==> config.mk <==
export PLATFORM = sky130hd
export DESIGN_NAME = hex_scan_display
export DESIGN_NICKNAME = d
export VERILOG_FILES = /design/src/rtl/hex_scan_display.sv
export SDC_FILE = /design/constraint.sdc
export NUM_CORES = 1
export LEC_CHECK = 0
export CAP_MARGIN = 20
export CELL_PAD_IN_SITES_DETAIL_PLACEMENT = 0
export CELL_PAD_IN_SITES_GLOBAL_PLACEMENT = 2
export CORE_MARGIN = 10
export CORE_UTILIZATION = 33
export CTS_CLUSTER_DIAMETER = 100
export DETAILED_ROUTE_END_ITERATION = 10
export PLACE_DENSITY_LB_ADDON = 0.1
export SETUP_SLACK_MARGIN = 0.02
export SLEW_MARGIN = 20
export SYNTH_ARGS = -nofsm -noshare
export SYNTH_HDL_FRONTEND = slang
export SYNTH_SLANG_ARGS = --single-unit
==> constraint.sdc <==
create_clock -name clk -period 3 [get_ports clk]
set_clock_uncertainty 0.1 [all_clocks]
set_input_delay 0.3 -clock clk [delete_from_list [all_inputs] [get_ports clk]]
set_output_delay 0.3 -clock clk [all_outputs]
set_load 0.01 [all_outputs]
==> src/rtl/hex_scan_display.sv <==
// Multiplexed hex display scanner: time-slots DIGITS active-low digits from load-captured shadow registers.
// Optional leading-zero blanking is enabled by defining HEX_SCAN_LEADING_ZERO_BLANK_EN.
module hex_scan_display #(
  parameter int unsigned DIGITS      = 4,
  parameter int unsigned REFRESH_DIV = 100000,
  parameter int unsigned GUARD       = 2
) (
  input  logic                  clk,
  input  logic                  rst_n,
  input  logic [4*DIGITS-1:0]   value,
  input  logic [DIGITS-1:0]     dp_in,
  input  logic [DIGITS-1:0]     digit_en,
  input  logic                  load,
  output logic [6:0]            seg,
  output logic                  dp,
  output logic [DIGITS-1:0]     an,
  output logic                  scan_tick
);

  localparam int unsigned CW = $clog2(REFRESH_DIV);
  localparam int unsigned IW = (DIGITS > 1) ? $clog2(DIGITS) : 1;

  logic [CW-1:0]       r_cnt;
  logic [IW-1:0]       r_idx;
  logic [4*DIGITS-1:0] r_val;
  logic [DIGITS-1:0]   r_dpm;
  logic [DIGITS-1:0]   r_en;
  logic [6:0]          r_seg;
  logic                r_dp;
  logic [DIGITS-1:0]   r_an;
  logic                r_tick;

  logic                w_wrap;
  logic [3:0]          w_nib;
  logic                w_show;
  logic                w_lit;

  function automatic logic [6:0] glyph(input logic [3:0] n);
    case (n)
      4'h0: glyph = 7'h3F;
      4'h1: glyph = 7'h06;
      4'h2: glyph = 7'h5B;
      4'h3: glyph = 7'h4F;
      4'h4: glyph = 7'h66;
      4'h5: glyph = 7'h6D;
      4'h6: glyph = 7'h7D;
      4'h7: glyph = 7'h07;
      4'h8: glyph = 7'h7F;
      4'h9: glyph = 7'h6F;
      4'hA: glyph = 7'h77;
      4'hB: glyph = 7'h7C;
      4'hC: glyph = 7'h39;
      4'hD: glyph = 7'h5E;
      4'hE: glyph = 7'h79;
      default: glyph = 7'h71;
    endcase
  endfunction

`ifdef HEX_SCAN_LEADING_ZERO_BLANK_EN
  logic [DIGITS-1:0] w_lz;
  logic              w_zero_above;

  // w_lz[i] is set when nibbles i..DIGITS-1 are all zero; digit 0 is never suppressed.
  always_comb begin
    w_lz         = '0;
    w_zero_above = 1'b1;
    for (int unsigned i = DIGITS - 1; i >= 1; i--) begin
      w_zero_above = w_zero_above & (r_val[4*i +: 4] == 4'h0);
      w_lz[i]      = w_zero_above;
    end
  end

  always_comb w_show = r_en[r_idx] & ~w_lz[r_idx];
`else
  always_comb w_show = r_en[r_idx];
`endif

  always_comb begin
    w_wrap = (r_cnt == CW'(REFRESH_DIV - 1));
    w_nib  = r_val[4*r_idx +: 4];
    w_lit  = w_show & (r_cnt >= CW'(GUARD));
  end

  always_ff @(posedge clk) begin
    if (!rst_n) begin
      r_cnt  <= '0;
      r_idx  <= '0;
      r_val  <= '0;
      r_dpm  <= '0;
      r_en   <= '0;
      r_seg  <= '1;
      r_dp   <= 1'b1;
      r_an   <= '1;
      r_tick <= 1'b0;
    end else begin
      r_cnt  <= w_wrap ? '0 : r_cnt + 1'b1;
      r_tick <= w_wrap;
      if (w_wrap)
        r_idx <= (r_idx == IW'(DIGITS - 1)) ? '0 : r_idx + 1'b1;
      if (load) begin
        r_val <= value;
        r_dpm <= dp_in;
        r_en  <= digit_en;
      end
      // Outputs are computed from pre-edge index/counter/shadow state.
      r_an  <= w_lit ? ~(DIGITS'(1) << r_idx) : '1;
      r_seg <= w_lit ? ~glyph(w_nib) : '1;
      r_dp  <= ~(w_lit & r_dpm[r_idx]);
    end
  end

  assign seg       = r_seg;
  assign dp        = r_dp;
  assign an        = r_an;
  assign scan_tick = r_tick;

endmodule

# Word-level counts from Yosys, hierarchy flattened
# Memories as Yosys holds them, arrays and structs flattened.
# Index checks and enable logic that the tools add are counted.
[word_totals] ramBits=0 mem_count=1 output_inout_bits=13 inputBits=27 latchBits=0 reg_bits=56 wordCells=32 rom_bits=112
[mem_list] memory="(no name shown)" depth=16 word_bits=7 read_ports=1 rd_ports_with_merged_regs=0 wr=0 line_no="39" source="case (n)"
[classes] addsub=2 n_eq_ne=2 n_mux=6 order_cmp=2 shifts=2 n_reduce_logical=2 mul=0 div=0 n_bitwise=6
[ops] operator="$add A17 B1 Y17 const B" n=1
[ops] operator="$eq A17 B17 Y1 const B" n=1
[ops] operator="$ge A17 B2 Y1 const B" n=1
[ops] operator="$shiftx A16 B5 Y4" n=1
[ops] operator="$mux W7" n=1
[ops] operator="$not A7 Y7" n=1
[ops] operator="$bmux W1 S2" n=2
[ops] operator="$not A4 Y4" n=1
[ops] operator="$shl A1 B2 Y4 const A" n=1
[ops] operator="$lt A2 B3 Y1 const B" n=1
[ops] operator="$add A2 B1 Y2 const B" n=1
[ops] operator="$and A1 B1 Y1" n=2
[ops] operator="$eq A2 B2 Y1 const B" n=1
[ops] operator="$mux W1" n=2
[ops] operator="$mux W2" n=1
[ops] operator="$not A1 Y1" n=2
[ops] operator="$reduce_and A2 Y1" n=1
[ops] operator="$reduce_or A2 Y1" n=1

# Longest topological paths before layout
# Gate-level depths: netlist of the first run.
[logic_depth] depth_word=5 ltp_mapped=7 mapped_depth_nobuf=6

# Least setup slack after synthesis of the first run
# Ideal clock, no wire load.
[synth_path] path_kind="register to register" startpoint="register r_idx[0]" endpoint="register r_seg[3], in the netlist seg[3]" setup_time_ps=138 path_buffers=1 path_stages_with_launch=7 t_required_ps=2762 arrival_ps=1870 slack_ps=892 period_less_slack_ps=2108 cell_sequence="dfxtp_1 buf_2 mux4_2 ha_1 or2_2 a21oi_1 o21ai_0"
[synth_via] elab_chain_len=4 elab_cells_between_ends=8 cone_classes="1 x shift; 3 x mux; 2 x bitwise; 1 x reduce/logical; 1 x memory"
[synth_lines] element="start: declaration" line_no="24" source="logic [IW-1:0] r_idx;"
[synth_lines] element="start signal: assignment" line_no="99" source="r_idx <= (r_idx == IW'(DIGITS - 1)) ? '0 : r_idx + 1'b1;"
[synth_lines] element="$shiftx A16 B5 Y4 or $bmux W1 S2 (tied branches)" line_no="80, 75"
[synth_lines] element="$mem_v2 Z16 W7 or $mux W1 (tied branches)"
[synth_lines] element="$mux W7 or $and A1 B1 Y1 (tied branches)" line_no="85, 81"
[synth_lines] element="$not A7 Y7 or $reduce_and A2 Y1 (tied branches)"
[synth_lines] element="end signal: assignment" line_no="107" source="r_seg <= w_lit ? ~glyph(w_nib) : '1;"
[synth_lines] element="end: declaration" line_no="28" source="logic [6:0] r_seg;"
# Parallel ways exist; a longest one is shown, timed or not. The select of a mux whose other input is x is not followed.
# A chain may end at the register's enable or synchronous reset.

# Final worst setup path of the first run
# Ends and elaborated chain as after synthesis.

==> impl_results.md, run 1 <==
* Pre-Repair DR Iteration Count at 4
* Synth Warn # at 0
* Worst slew margin at about three fifths
* CP Class: reg -> reg
* Final cycle utilization of the critical path at about four fifths
* Fin Setup TNS at 0 ps
* Global-route usage over all layers at 9.66%
* Status: complete, no violations
* Hold_buf cts at 0
* Nets at roughly 330
* Die footprint at about 11000 µm²
* Critical path capture point type: flip-flop
* Setup violators final at 0
* First-pass GRT wire length at ~8900 µm
* WHS at 387 ps
* Port Buffer Count at 39
* Syn Area/Cell at 9.76 µm²
* Sequential Power Share at approximately 52%
* Fmax achieved at around 420 MHz
* Final HPWL DP at between 4000 and 5000 µm
* Starting Density at 34.1%
* Logic pwr share at roughly 10%
* Slew @ Worst Pin at 585 ps
* Clock tree buffer depth at 2
* Global route overflow at 0
* Clock sink count at 56
* Register area share after synthesis at 45.0%
* Hold Crit Class: reg -> reg
* Die Ht at between 100 and 150 µm
* Sw Pwr at 0.324 mW
* Setup Buffers After CTS at 0
* Number of global-route vias before repair at roughly 1700
* Via density at between 4 and 5
* DRT Wirelength at roughly 5600 µm
* Net Sw Frac at between 20 and 25%
* Routed Antenna Nets at 0
* Final GP Congestion at 0.769
* Die W at ~110 µm
* Area of the mapped netlist at roughly 2500 µm²
* Reg2Reg Setup Slack at ~620 ps
* DR WL/cell at about 14 µm
* Post-synth top area share at 45.0%
* Vias at 1852
* EDFF count, synth at 0
* CTS tree: built
* Clock transition at path regs at 100 ps
* Gates resized, CTS repair at 0
* Total number of H-tree levels at 2
* VDD IR max at about 290 µV
* Seq. cell area at 1120 µm²
* Fin. Hold Viols at 0
* Cell variety after synth at 33
* Total power at 1.50 mW
* Post-synth net total at 293
* CP required at between 3000 and 4000 ps
* FF+latch count, synth at 56
* # diodes at 0
* Critical Path AT at about 2500 ps
* Power per cell area at approximately 480 nW/µm²
* Initial antenna violation count at 0
* CP Launch Type: flip-flop
* Core area at between 7000 and 8000 µm²
* Worst skew pair latency at ~310 ps
* Num ports at 40
* Area growth syn-to-layout at 25.1%
* P_int at between 1 and 1.5 mW
* Async SR Flop Fraction at 0%
* Site Rows at 31
* P_leak at between 1 and 1.5 nW
* Area leader, netlist: dfxtp_1
* Maxcap violations at 0
* Worst-path fanout max at 11
* Gate Count Post-Synth at around 260
* Area of the multi-input gates at 1280 µm²
* Top FF cell, synth: dfxtp_1
* DRT iter0 DRCs at between 90 and 100
* RSZ-0062 raised after global routing: false
* Layout cells sized above 1 at slightly below 8%
* DRC Markers at 0
* Largest net degree at the start of global routing at 23
* Synth area leaders: dfxtp_1 (45%), mux2i_1 (9.7%), mux4_2 (6.3%)
* FILL cells at approximately 760
* Clock power share at 37.8%
* Slew Limit Fails at 0
* Min Tclk post-route at approximately 2400 ps
* Num CTS Buffers at 5
* Root Buffer: clkbuf_8
power by group through the flow:
stage	sequential, mW	clock [mW]	combinational (mW)
final	0.788	0.568	0.148
after global routing	0.792	0.622	0.164
after CTS	0.788	0.588	0.151
after detailed placement	0.806	0	0.150
after global placement	0.805	0	0.150
after floorplan	0.800	0	0.0875
layer usage:
layer  GRT usage, %  vias up  share of wire [%]
met5              0        -                  0
met3           3.29        4                6.4
li1               -      958                  -
met2           12.5       39                 38
met1           14.4      851                 55
met4           2.90        0               0.89
layout by cell type, fill, tap and decap left out, types with 2 or more instances in the layout:
cell type,Yosys,layout
o21a_1,4,4
xor2_1,8,8
clkbuf_8,0,5
o211ai_1,4,4
bufinv_16,0,2
mux4_2,7,7
a21oi_1,6,6
nand2_1,17,17
inv_1,9,9
nand3_1,9,9
clkdlybuf4s50_1,0,39
o21ai_0,8,8
nor2_1,41,41
dfxtp_1,56,56
nor4_1,4,4
nor3_1,5,5
or3_1,5,5
xnor2_1,7,7
ha_1,11,11
buf_4,0,4
nor3b_1,2,2
or4_1,4,4
mux2i_1,24,24
cell usage after synthesis (5+ instances only):
library cell,n
dfxtp_1,56
nor2_1,41
mux2i_1,24
nand2_1,17
ha_1,11
clkbuf_1,9
inv_1,9
nand3_1,9
o21ai_0,8
xor2_1,8
mux4_2,7
xnor2_1,7
a21oi_1,6
nor3_1,5
or3_1,5
critical path, cell delays in order, from the launching register on:
cell	delay, ps
dfxtp_1	710
mux4_2	640
ha_1	280
or2_2	300
a21oi_1	130
o21ai_0	80
logic make-up after synthesis:
group	after synthesis	share of synthesized area (%)
compound gates	26	6.64
xor+xnor	15	5.28
fa+ha+maj	11	5.53
buf+inv	22	3.47
flops	56	45.0
mux	32	16.4
simple gates	93	17.6
area by class of cell:
cell class	instances	share of cell area, %
sequential	56	36.0
tap	99	3.98
clock buffer	5	2.21
multi-input combinational	177	41.2
inverter	10	1.21
clock inverter	2	1.93
timing repair buffer	43	13.5
state kept, by name (all words and copies together) (netlist names):
name,cells
r_en,4
r_cnt,17
dp,1
r_idx,2
seg,7
r_val,16
an,4
scan_tick,1
r_dpm,4
stage by stage:
step / util [%] / cell area [µm²] / cells / setup WS [ps]
2_1_floorplan: - / 2490 / 255 / 892
3_3_place_gp: 40.9 / 2980 / 385 / 661
3_5_place_dp: 40.9 / 2980 / 385 / 627
6_report: 42.7 / 3110 / 392 / 620
4_1_cts: 42.7 / 3110 / 392 / 607
5_1_grt: 42.7 / 3110 / 392 / 451
worst paths after layout:
kind                                             from             endpoint  cells after the start
worst max-delay path            r_idx[0]$_SDFFE_PN0P_    seg[3]$_SDFF_PN1_                      5
worst min-delay path              r_cnt[0]$_SDFF_PP0_  r_cnt[0]$_SDFF_PP0_                      1
worst max register to register  r_idx[0]$_SDFFE_PN0P_    seg[3]$_SDFF_PN1_                      5
worst min register to register    r_cnt[0]$_SDFF_PP0_  r_cnt[0]$_SDFF_PP0_                      1
(Power assumes the default switching activity.)
==> inputs of run 2 (changes only) <==
Settings changed: CORE_UTILIZATION 33 to 30.
Clock period 3 ns to 2 ns, I/O delays scaled along.
==> run 2 against run 1 <==
- sequential share of layout area down 1.5 points
- setup slack worse by 530 ps
- hold slack better by 15 ps
- clock power up 4%
- core utilization down 2.6 points
- total power up 34%
- flip-flop and latch count unchanged
- largest power group unchanged
- highest routed layer unchanged
==> impl_results.md, run 2 (synthesis gave the netlist of run 1 again) <==
* Initial antenna violation count at 0
* DRT Wirelength at between 5000 and 6000 µm
* Num ports at 40
* Pre-Repair DR Iteration Count at 4
* Vias at around 1900
* CP required at about 2100 ps
* Number of flip-flops in the largest register at 17
* Root Buffer: clkbuf_8
* Core area at between 8000 and 9000 µm²
* Critical Path AT at about 2000 ps
* Final GP Congestion at 0.700
* Area growth syn-to-layout at 31.1%
* Routed Antenna Nets at 0
* Global route overflow at 0
* RSZ-0062 raised after global routing: true
* Commonest non-fill, non-tap cell in the layout: dfxtp_1
* Clock transition at path regs at 90 ps
* Die W at between 100 and 150 µm
* DR WL/cell at 14.0 µm
* Via density at approximately 4.5
* Most frequent cells in the layout: dfxtp_1 (54), nor2_1 (41), clkdlybuf4s50_1 (39)
* # diodes at 0
* Critical path capture point type: flip-flop
* Final Cell Area at ~3300 µm²
* VDD IR max at 234 µV
* Fin Setup TNS at 0 ps
* Min Tclk post-route at approximately 1900 ps
* Hold Crit Class: reg -> reg
* DRC Markers at 0
* DRT iter0 DRCs at a little over 40
* Global-route usage over all layers at under 10%
* Number of global-route vias before repair at approximately 1900
* P_leak at 1.29 nW
* CP Launch Type: flip-flop
* Placed Area at between 3000 and 4000 µm²
* Slew @ Worst Pin at 415 ps
* Pre-CTS setup slack at a little over 20 ps
* WHS at 402 ps
* Starting Density at a little under a third
* Clock sink count at 56
* Total number of H-tree levels at 2
* Final HPWL DP at 4500 µm
* Slew Limit Fails at 0
* Maxcap violations at 0
* Fmax achieved at 524 MHz
* Num CTS Buffers at 5
* CP Class: reg -> reg
* Worst skew pair latency at roughly 300 ps
* Worst slew margin at between 70% and 80%
* Final setup margin at 90.2 ps
* Power per cell area at ~620 nW/µm²
* Die Ht at roughly 110 µm
* Setup violators final at 0
* Site Rows at 33
* Fin. Hold Viols at 0
* Nets at 351
* Worst-path fanout max at 5
* Hold_buf cts at 0
* Status: complete, no violations
* Final Core Density at approximately two fifths
* Largest net degree at the start of global routing at 26
* Die footprint at approximately 12000 µm²
* Port Buffer Count at 39
* Final cycle utilization of the critical path at between 90 and 100%
* Clock tree buffer depth at 2
* Top reg by flops: r_cnt
* CTS tree: built
* Layout cells sized above 1 at between 10% and 20%
* First-pass GRT wire length at approximately 10000 µm
run 2: changes by cell type in the layout (fill, tap and decap cells not counted), moves of 2 or more:
cell       before  now
bufinv_16       2    0
buf_12          0    2
buf_4           4   22
dfxtp_1        56   54
ha_1           11    9
ha_2            0    2
run 2: routing by layer:
metal	track usage, %	vias to the layer above	share of wire [%]	wire length, µm
met2	16.4	20	49	2850
met1	11.3	873	47	2740
met3	2.38	5	3.2	185
met5	0	-	0	0
met4	2.57	0	0.93	54
li1	-	1000	-	-
run 2: path summary, 6_finish.rpt:
check	endpoint	depth (start not counted)	from	slack (ps)
setup reg to reg	seg[3]$_SDFF_PN1_	5	r_idx[0]$_SDFFE_PN0P_	90
hold / removal	r_en[3]$_SDFFE_PN0P_	2	r_en[3]$_SDFFE_PN0P_	400
hold reg to reg	r_en[3]$_SDFFE_PN0P_	2	r_en[3]$_SDFFE_PN0P_	400
setup / recovery	seg[3]$_SDFF_PN1_	5	r_idx[0]$_SDFFE_PN0P_	90
run 2: per-stage QoR:
stage	total power, mW	std cells
after CTS	2.07	418
after global routing	2.13	418
final	2.02	418
after detailed placement	1.46	411
after floorplan	1.33	255
after global placement	1.46	411
run 2: layout make-up:
cell class,count,area (µm²)
well taps,105,131
repair buffers,63,596
clock buffers,5,68.8
flip-flops and latches,56,1130
fillers,821,4870
multi-input cells,177,1290
inverters,10,37.5
clock inverters,2,12.5
run 2: repair_timing:
action / in CTS / in global routing
gates resized for setup: 1 / 4
setup buffers: 0 / 0
endpoints found under the setup margin: 1 / 4
hold endpoints to repair: 0 / 0
run 2: where the power goes:
part | switching (mW) | leakage [nW] | internal, mW
sequential | 0.0246 | 0.459 | 1.15
combinational | 0.107 | 0.794 | 0.145
clock | 0.350 | 0.0400 | 0.238
total | 0.481 | 1.29 | 1.53
run 2: critical path, cell delays in order (launching register included):
cell and delay [ps]:
dfxtp_4 380, mux4_2 570, ha_2 240, or2_2 290, a21oi_1 130, o21ai_0 80
